--- src/rtl/dma_dsc_out_crd_arb.sv ---
// ---------------------------------------------------------------------------
// dma_dsc_out_crd_arb
//
// Multi-channel descriptor-output credit arbiter. Each source channel owns a
// credit counter that the downstream descriptor sink replenishes through
// channel-tagged credit returns. Every cycle one enabled, valid and credited
// channel is granted in round-robin order and its descriptor is presented on
// a single registered output port.
//
// Ports:
//   clk          - clock
//   rst          - synchronous active-high reset
//   chn_en       - per-channel enable (disabled channels are never granted)
//   in_dsc_vld   - per-channel descriptor valid
//   in_dsc_rdy   - per-channel accept (combinational one-hot grant or zero)
//   in_dsc_data  - per-channel descriptors, channel i at [i*DSC_W +: DSC_W]
//   out_dsc_vld  - registered descriptor valid (sink is credit flow-controlled)
//   out_dsc_data - registered descriptor
//   out_dsc_chn  - source channel of out_dsc_data
//   crd_vld      - credit return strobe
//   crd_chn      - channel receiving the returned credits
//   crd_num      - number of credits returned (0 is a no-op)
//   crd_cnt      - packed credit counters, channel i at [i*CRD_W +: CRD_W]
//   crd_err      - sticky error: counter saturation or out-of-range crd_chn
// ---------------------------------------------------------------------------
module dma_dsc_out_crd_arb #(
    parameter int NUM_CHN   = 4,
    parameter int DSC_W     = 256,
    parameter int CRD_W     = 8,
    parameter int CRD_INC_W = 4,
    parameter int INIT_CRD  = 4,
    parameter int CHN_W     = (NUM_CHN > 1) ? $clog2(NUM_CHN) : 1
) (
    input  logic                     clk,
    input  logic                     rst,
    input  logic [NUM_CHN-1:0]       chn_en,
    input  logic [NUM_CHN-1:0]       in_dsc_vld,
    output logic [NUM_CHN-1:0]       in_dsc_rdy,
    input  logic [NUM_CHN*DSC_W-1:0] in_dsc_data,
    output logic                     out_dsc_vld,
    output logic [DSC_W-1:0]         out_dsc_data,
    output logic [CHN_W-1:0]         out_dsc_chn,
    input  logic                     crd_vld,
    input  logic [CHN_W-1:0]         crd_chn,
    input  logic [CRD_INC_W-1:0]     crd_num,
    output logic [NUM_CHN*CRD_W-1:0] crd_cnt,
    output logic                     crd_err
);

    localparam logic [CRD_W:0]   CRD_MAX   = {1'b0, {CRD_W{1'b1}}};
    localparam logic [CRD_W:0]   CRD_ONE   = {{CRD_W{1'b0}}, 1'b1};
    localparam logic [CRD_W-1:0] CRD_INIT  = CRD_W'(INIT_CRD);
    localparam logic [CHN_W-1:0] PTR_INIT  = CHN_W'(NUM_CHN - 1);
    localparam logic [CHN_W:0]   NUM_CHN_W = (CHN_W + 1)'(NUM_CHN);

    logic [CRD_W-1:0]   cnt_r [NUM_CHN];
    logic [CRD_W-1:0]   cnt_nxt_s [NUM_CHN];
    logic [CHN_W-1:0]   rr_ptr_r;
    logic [NUM_CHN-1:0] elig_s;
    logic [NUM_CHN-1:0] grant_s;
    logic               grant_any_s;
    logic [CHN_W-1:0]   grant_idx_s;
    logic               xfer_s;
    logic [DSC_W-1:0]   sel_data_s;
    logic               sat_s;
    logic               ret_bad_s;
    logic               out_vld_r;
    logic [DSC_W-1:0]   out_data_r;
    logic [CHN_W-1:0]   out_chn_r;
    logic               err_r;

    // Eligibility: enabled, presenting a descriptor and holding at least one credit.
    always_comb begin
        elig_s = {NUM_CHN{1'b0}};
        for (int i = 0; i < NUM_CHN; i++) begin
            elig_s[i] = chn_en[i] & in_dsc_vld[i] & (cnt_r[i] != {CRD_W{1'b0}});
        end
    end

    // Round-robin search starting one past the last granted channel.
    // Depends only on registered counters/pointer and same-cycle vld/en, so
    // a credit return cannot reach in_dsc_rdy in the cycle it arrives.
    always_comb begin
        logic [CHN_W:0]   idx_w;
        logic [CHN_W-1:0] idx_c;
        idx_w       = {(CHN_W + 1){1'b0}};
        idx_c       = {CHN_W{1'b0}};
        grant_any_s = 1'b0;
        grant_idx_s = {CHN_W{1'b0}};
        grant_s     = {NUM_CHN{1'b0}};
        for (int k = 1; k <= NUM_CHN; k++) begin
            idx_w = {1'b0, rr_ptr_r} + (CHN_W + 1)'(k);
            if (idx_w >= NUM_CHN_W) begin
                idx_w = idx_w - NUM_CHN_W;
            end else begin
                idx_w = idx_w;
            end
            idx_c = idx_w[CHN_W-1:0];
            if (!grant_any_s && elig_s[idx_c]) begin
                grant_any_s = 1'b1;
                grant_idx_s = idx_c;
            end else begin
                grant_any_s = grant_any_s;
            end
        end
        // Reset masks the grant so nothing is accepted while the block is held.
        if (grant_any_s && !rst) begin
            grant_s[grant_idx_s] = 1'b1;
        end else begin
            grant_s = {NUM_CHN{1'b0}};
        end
    end

    assign xfer_s     = |grant_s;
    assign in_dsc_rdy = grant_s;

    // One-hot AND-OR mux of the granted channel's descriptor.
    always_comb begin
        sel_data_s = {DSC_W{1'b0}};
        for (int i = 0; i < NUM_CHN; i++) begin
            if (grant_s[i]) begin
                sel_data_s = sel_data_s | in_dsc_data[i*DSC_W +: DSC_W];
            end else begin
                sel_data_s = sel_data_s;
            end
        end
    end

    // Credit arithmetic one bit wider than the counter: issue and return on
    // the same channel net out, and overflow saturates and flags an error.
    always_comb begin
        logic [CRD_W:0] sum_v;
        sum_v     = {(CRD_W + 1){1'b0}};
        sat_s     = 1'b0;
        ret_bad_s = crd_vld & ({1'b0, crd_chn} >= NUM_CHN_W);
        for (int i = 0; i < NUM_CHN; i++) begin
            sum_v = {1'b0, cnt_r[i]};
            // A granted channel always has cnt >= 1, so this cannot underflow.
            if (grant_s[i]) begin
                sum_v = sum_v - CRD_ONE;
            end else begin
                sum_v = sum_v;
            end
            if (crd_vld && (crd_chn == CHN_W'(i))) begin
                sum_v = sum_v + (CRD_W + 1)'(crd_num);
            end else begin
                sum_v = sum_v;
            end
            if (sum_v > CRD_MAX) begin
                cnt_nxt_s[i] = CRD_MAX[CRD_W-1:0];
                sat_s        = 1'b1;
            end else begin
                cnt_nxt_s[i] = sum_v[CRD_W-1:0];
            end
        end
    end

    // State: credit counters, round-robin pointer, output register, error flag.
    always_ff @(posedge clk) begin
        if (rst) begin
            for (int i = 0; i < NUM_CHN; i++) begin
                cnt_r[i] <= CRD_INIT;
            end
            rr_ptr_r   <= PTR_INIT;
            out_vld_r  <= 1'b0;
            out_data_r <= {DSC_W{1'b0}};
            out_chn_r  <= {CHN_W{1'b0}};
            err_r      <= 1'b0;
        end else begin
            for (int i = 0; i < NUM_CHN; i++) begin
                cnt_r[i] <= cnt_nxt_s[i];
            end
            out_vld_r <= xfer_s;
            if (xfer_s) begin
                rr_ptr_r   <= grant_idx_s;
                out_data_r <= sel_data_s;
                out_chn_r  <= grant_idx_s;
            end else begin
                rr_ptr_r   <= rr_ptr_r;
                out_data_r <= out_data_r;
                out_chn_r  <= out_chn_r;
            end
            err_r <= err_r | sat_s | ret_bad_s;
        end
    end

    // Pack the counters onto the flat status port.
    always_comb begin
        crd_cnt = {(NUM_CHN * CRD_W){1'b0}};
        for (int i = 0; i < NUM_CHN; i++) begin
            crd_cnt[i*CRD_W +: CRD_W] = cnt_r[i];
        end
    end

    assign out_dsc_vld  = out_vld_r;
    assign out_dsc_data = out_data_r;
    assign out_dsc_chn  = out_chn_r;
    assign crd_err      = err_r;

endmodule

--- config.mk ---
export PLATFORM = sky130hd
export DESIGN_NAME = dma_dsc_out_crd_arb
export DESIGN_NICKNAME = d
export VERILOG_FILES = /design/src/rtl/dma_dsc_out_crd_arb.sv
export SDC_FILE = /design/constraint.sdc
export NUM_CORES = 1
export LEC_CHECK = 0
export CAP_MARGIN = 10
export CELL_PAD_IN_SITES_DETAIL_PLACEMENT = 2
export CELL_PAD_IN_SITES_GLOBAL_PLACEMENT = 2
export CORE_AREA = 2 2 514 516
export CTS_BUF_LIST = sky130_fd_sc_hd__clkbuf_8 sky130_fd_sc_hd__clkbuf_16
export DETAILED_ROUTE_END_ITERATION = 10
export DIE_AREA = 0 0 516 518
export GPL_TIMING_DRIVEN = 0
export PLACE_DENSITY = 0.37
export SLEW_MARGIN = 20
export SYNTH_ARGS = -nofsm -noshare
export SYNTH_HDL_FRONTEND = slang
export SYNTH_SLANG_ARGS = --single-unit
export TNS_END_PERCENT = 5
--- constraint.sdc ---
create_clock -name clk -period 7.35 [get_ports clk]
set_clock_uncertainty 0.1 [all_clocks]
set_input_delay 1.47 -clock clk [delete_from_list [all_inputs] [get_ports clk]]
set_output_delay 1.47 -clock clk [all_outputs]
set_load 0.02 [all_outputs]
==> summary.md <==
| Metric | Value |
|---|---|
| Data arrival time at the worst-slack endpoint | `5.26 ns` |
| Non-Filler Instances | `roughly 7000` |
| Number of hold violations in the final report | `0` |
| HP Class | `reg2reg` |
| # H-tree levels | `2` |
| Register-to-register setup slack | `around 1.3 ns` |
| Relative slew slack | `26.6%` |
| Data required time of the worst path | `roughly 5.8 ns` |
| I/O pin cnt | `1337` |
| Area growth from synthesis to layout | `109%` |
| Max-cap violations | `0` |
| DRC viols | `0` |
| Count of vias placed by the detailed router | `23661` |
| Library cell occupying the most area in the post-synthesis netlist | `sky130_fd_sc_hd__dfxtp_1` |
| TritonCTS Buffers | `50` |
| Cell with the most instances after synthesis | `sky130_fd_sc_hd__o21ai_1` |
| First DRT Iteration DRCs | `1031` |
| Actual slew at the worst max-slew pin | `between 1 and 1.5 ns` |
| Final period utilization | `around 93%` |
| Async set or reset register ratio after synthesis | `0%` |
| Nets | `4593` |
| Share of the synthesized area in the top cell type | `about 33%` |
| Core footprint | `~260000 µm²` |
| DR vias/cell | `approximately 3.3` |
| Tmin final | `approximately 6.8 ns` |
| Dominant synthesized flop cell | `sky130_fd_sc_hd__dfxtp_1` |
| Fraction of final layout cells with drive strength greater than 1 | `slightly above 6%` |
| Unique cell type count in the Yosys netlist | `64` |
| Cell at the root of the clock tree | `sky130_fd_sc_hd__clkbuf_16` |
| Leading post-synthesis cells by cell area | `sky130_fd_sc_hd__dfxtp_1, sky130_fd_sc_hd__mux2_1, sky130_fd_sc_hd__a221o_1` |
| Hold wc startpoint | `out_dsc_chn[1]$_SDFFE_PP0P_` |
| Die span in y | `around 520 µm` |
| Run status | `finished, final reports clean` |
| Clock Latency Late Sink | `around 0.67 ns` |
| Die outline area | `about 270000 µm²` |
| Synthesized area | `between 15000 and 20000 µm²` |
| Placed inst area | `between 30000 and 40000 µm²` |
| Reg2reg path depth | `20` |
| Clock transition at path regs | `approximately 0.050 ns` |
| Post-synthesis mux area share | `16.5%` |
| CTS Hold Buffers Added | `0` |
| Wire length of the first global-routing pass | `roughly 260000 µm` |
| Fraction of the yosys area taken by sequential cells | `between 30 and 40%` |
| Unrepaired setup endpoints after global routing | `no` |
| Worst Hold Path EP | `out_dsc_chn[1]$_SDFFE_PP0P_` |
| Worst Setup Path Type | `in2out` |
| Total power density per cell area | `226 nW/µm²` |
| Initial core utilization | `about 6.9%` |
| CTS sink count | `roughly 290` |
| Pin count of the biggest net entering global routing | `18` |
| Number of setup violations in the final report | `0` |
| Number of antenna-violating nets in the routed design | `0` |
| Kind of end point of the critical path | `output port` |
| Fillers | `30427` |
| # rows | `~190` |
| Overflow after GRT | `0` |
| TritonCTS clock tree | `yes` |
| Origin of the critical flop-to-flop path | `cnt_r[1][0]$_SDFF_PP0_` |
| Synth Register Bits | `294` |
| Overall Power | `about 8.5 mW` |
| Number of I/O port buffers | `1335` |
| Post-layout util | `between 10 and 15%` |
| Post-detailed-routing wire length | `~210000 µm` |
| Synthesis Warnings | `0` |
| Critical path launch point type | `primary input` |
| Post-synthesis adder-cell area fraction | `~2%` |
| Critical path peak fanout | `17` |
| Number of global-route vias before repair | `26109` |
| Number of antenna violations at the first check in global routing | `a little under 90` |
| End of the worst register-to-register path | `crd_err$_SDFF_PP0_` |
| Cell count after synthesis | `around 2100` |
| Complex-gate fraction of the synthesized area | `31.8%` |
| Xor/xnor cell area share of the yosys netlist | `under 10%` |
| EDFF count, synth | `0` |
| Crit path from | `in_dsc_vld[1]` |
| Detailed Place HPWL | `roughly 180000 µm` |
| Cells on Worst Hold Path | `2` |
| Leakage dissipation | `12.6 nW` |
| Die Span X | `516 µm` |
| Max-slew violations | `0` |
| Synthesized area divided by synthesized cell count | `between 8 and 9 µm²` |
| Max rail drop VDD | `about 0.17 mV` |
| Number of placed instances with taps included | `about 7000` |
| Setup TNS | `0 ns` |
| Highest clock rate | `about 150 MHz` |
| Area of all placed cells without fillers | `around 38000 µm²` |
| Final weighted congestion in routability-driven placement | `0.804` |
| Dominant combinational cell family by area after synthesis | `compound AO/OA/AOI/OAI gates` |
| Number of buffers between clock root and the deepest sink | `3` |
| Post-detailed-route wirelength per cell | `29.2 µm` |
| Basic-gate share of the synthesized area counting and, or, nand and nor cells | `9.93%` |
| Top cells by instance count after synthesis | `sky130_fd_sc_hd__o21ai_1, sky130_fd_sc_hd__nand2_1, sky130_fd_sc_hd__dfxtp_1` |
| Post-Synthesis Net Count | `roughly 3200` |
| Pre-Repair DR Iteration Count | `5` |
| Total GRT Usage | `between 10% and 20%` |
## per-stage QoR
step	worst slack, ns	hold WS [ns]
finish	0.515	0.371
detailed placement	-0.620	0.359
CTS	0.0531	0.375
global placement	-0.868	0.346
floorplan	2.54	0.428
global route	0.185	0.405
## report_power, final
part           internal [mW]  leakage [nW]  switching [mW]
Clock                   1.53         0.875            1.04
Combinational           1.71          9.25            2.19
Sequential              1.87          2.44           0.209
Total                   5.11          12.6            3.44
## cell families (layout without fill, tap and decap cells)
| group | Yosys count | count (layout) |
|---|---|---|
| simple gates | 411 | 411 |
| xor+xnor | 44 | 44 |
| other cells | 0 | 19 |
| mux | 266 | 266 |
| compound gates | 861 | 861 |
| fa+ha+maj | 26 | 26 |
| flops | 294 | 294 |
| buf+inv | 228 | 1663 |
## flip-flops by register name, indices dropped and copies added, names as in the netlist
| register | cells |
|---|---|
| out_dsc_data | 256 |
| out_dsc_chn | 2 |
| out_dsc_vld | 1 |
| cnt_r | 32 |
| rr_ptr_r | 2 |
| crd_err | 1 |
## timing repair
| item | 4_1_cts | 5_1_grt |
|---|---|---|
| pin swaps | 0 | 0 |
| gates cloned | 0 | 0 |
| buffers inserted | 0 | 0 |
| resized for setup | 1 | 1 |
| endpoints found under the setup margin | 1 | 1 |
## critical path, cell delays in order
cell,delay [ns]
sky130_fd_sc_hd__clkdlybuf4s50_1,0.53
sky130_fd_sc_hd__nand2_1,0.14
sky130_fd_sc_hd__a21o_1,0.26
sky130_fd_sc_hd__o221ai_2,0.28
sky130_fd_sc_hd__a22o_1,0.19
sky130_fd_sc_hd__buf_2,0.37
sky130_fd_sc_hd__clkbuf_4,0.48
sky130_fd_sc_hd__nand3_1,0.34
sky130_fd_sc_hd__inv_4,0.41
sky130_fd_sc_hd__clkdlybuf4s50_1,0.73
## routing by layer
layer | track usage [%] | up-vias | part of all wire, %
met1 | 15.4 | 11504 | 37
met3 | 4.69 | 203 | 7.7
met2 | 29.1 | 1010 | 54
li1 | - | 10884 | -
met4 | 2.31 | 60 | 1.6
met5 | 0 | - | 0.18
## final cells by class
| type | instances | area (µm²) | share of cell area, % |
|---|---|---|---|
| Buffer | 214 | 906 | 2.39 |
| Multi-Input combinational cell | 1608 | 11300 | 29.8 |
| Sequential cell | 294 | 5890 | 15.5 |
| Antenna cell | 19 | 47.5 | 0.126 |
| Timing Repair Buffer | 1345 | 13600 | 35.9 |
| Tap cell | 3515 | 4400 | 11.6 |
| Inverter | 13 | 51.3 | 0.135 |
| Clock inverter | 26 | 230 | 0.608 |
| Clock buffer | 65 | 1470 | 3.88 |
## layout by cell type (no fill, tap or decap), drive strengths merged, types with 5 or more instances in the layout
cell type	n
nand2	298
nand3b	6
inv	21
nor2b	8
buf	63
nor2	26
or3	5
xor2	12
mux2i	8
a21oi	36
nor3	18
a31oi	5
nor4	10
nand3	15
diode	19
ha	22
xnor2	32
mux2	258
dfxtp	294
o21ai	533
clkinv	12
a21o	7
clkbuf	226
and3	5
clkdlybuf4s50	1335
a221o	256
## worst max path at each step
stage                                          to  slack [ns]  cells past startpoint
floorplan                      crd_err$_SDFF_PP0_        2.54                     16
global placement    out_dsc_data[49]$_SDFFE_PP0P_       -0.87                     13
detailed placement                  in_dsc_rdy[3]       -0.62                     11
CTS                                 in_dsc_rdy[3]        0.05                     10
global route                        in_dsc_rdy[3]        0.19                     10
finish                              in_dsc_rdy[3]        0.52                     10
No activity file was read; power rests on OpenSTA's default activity.
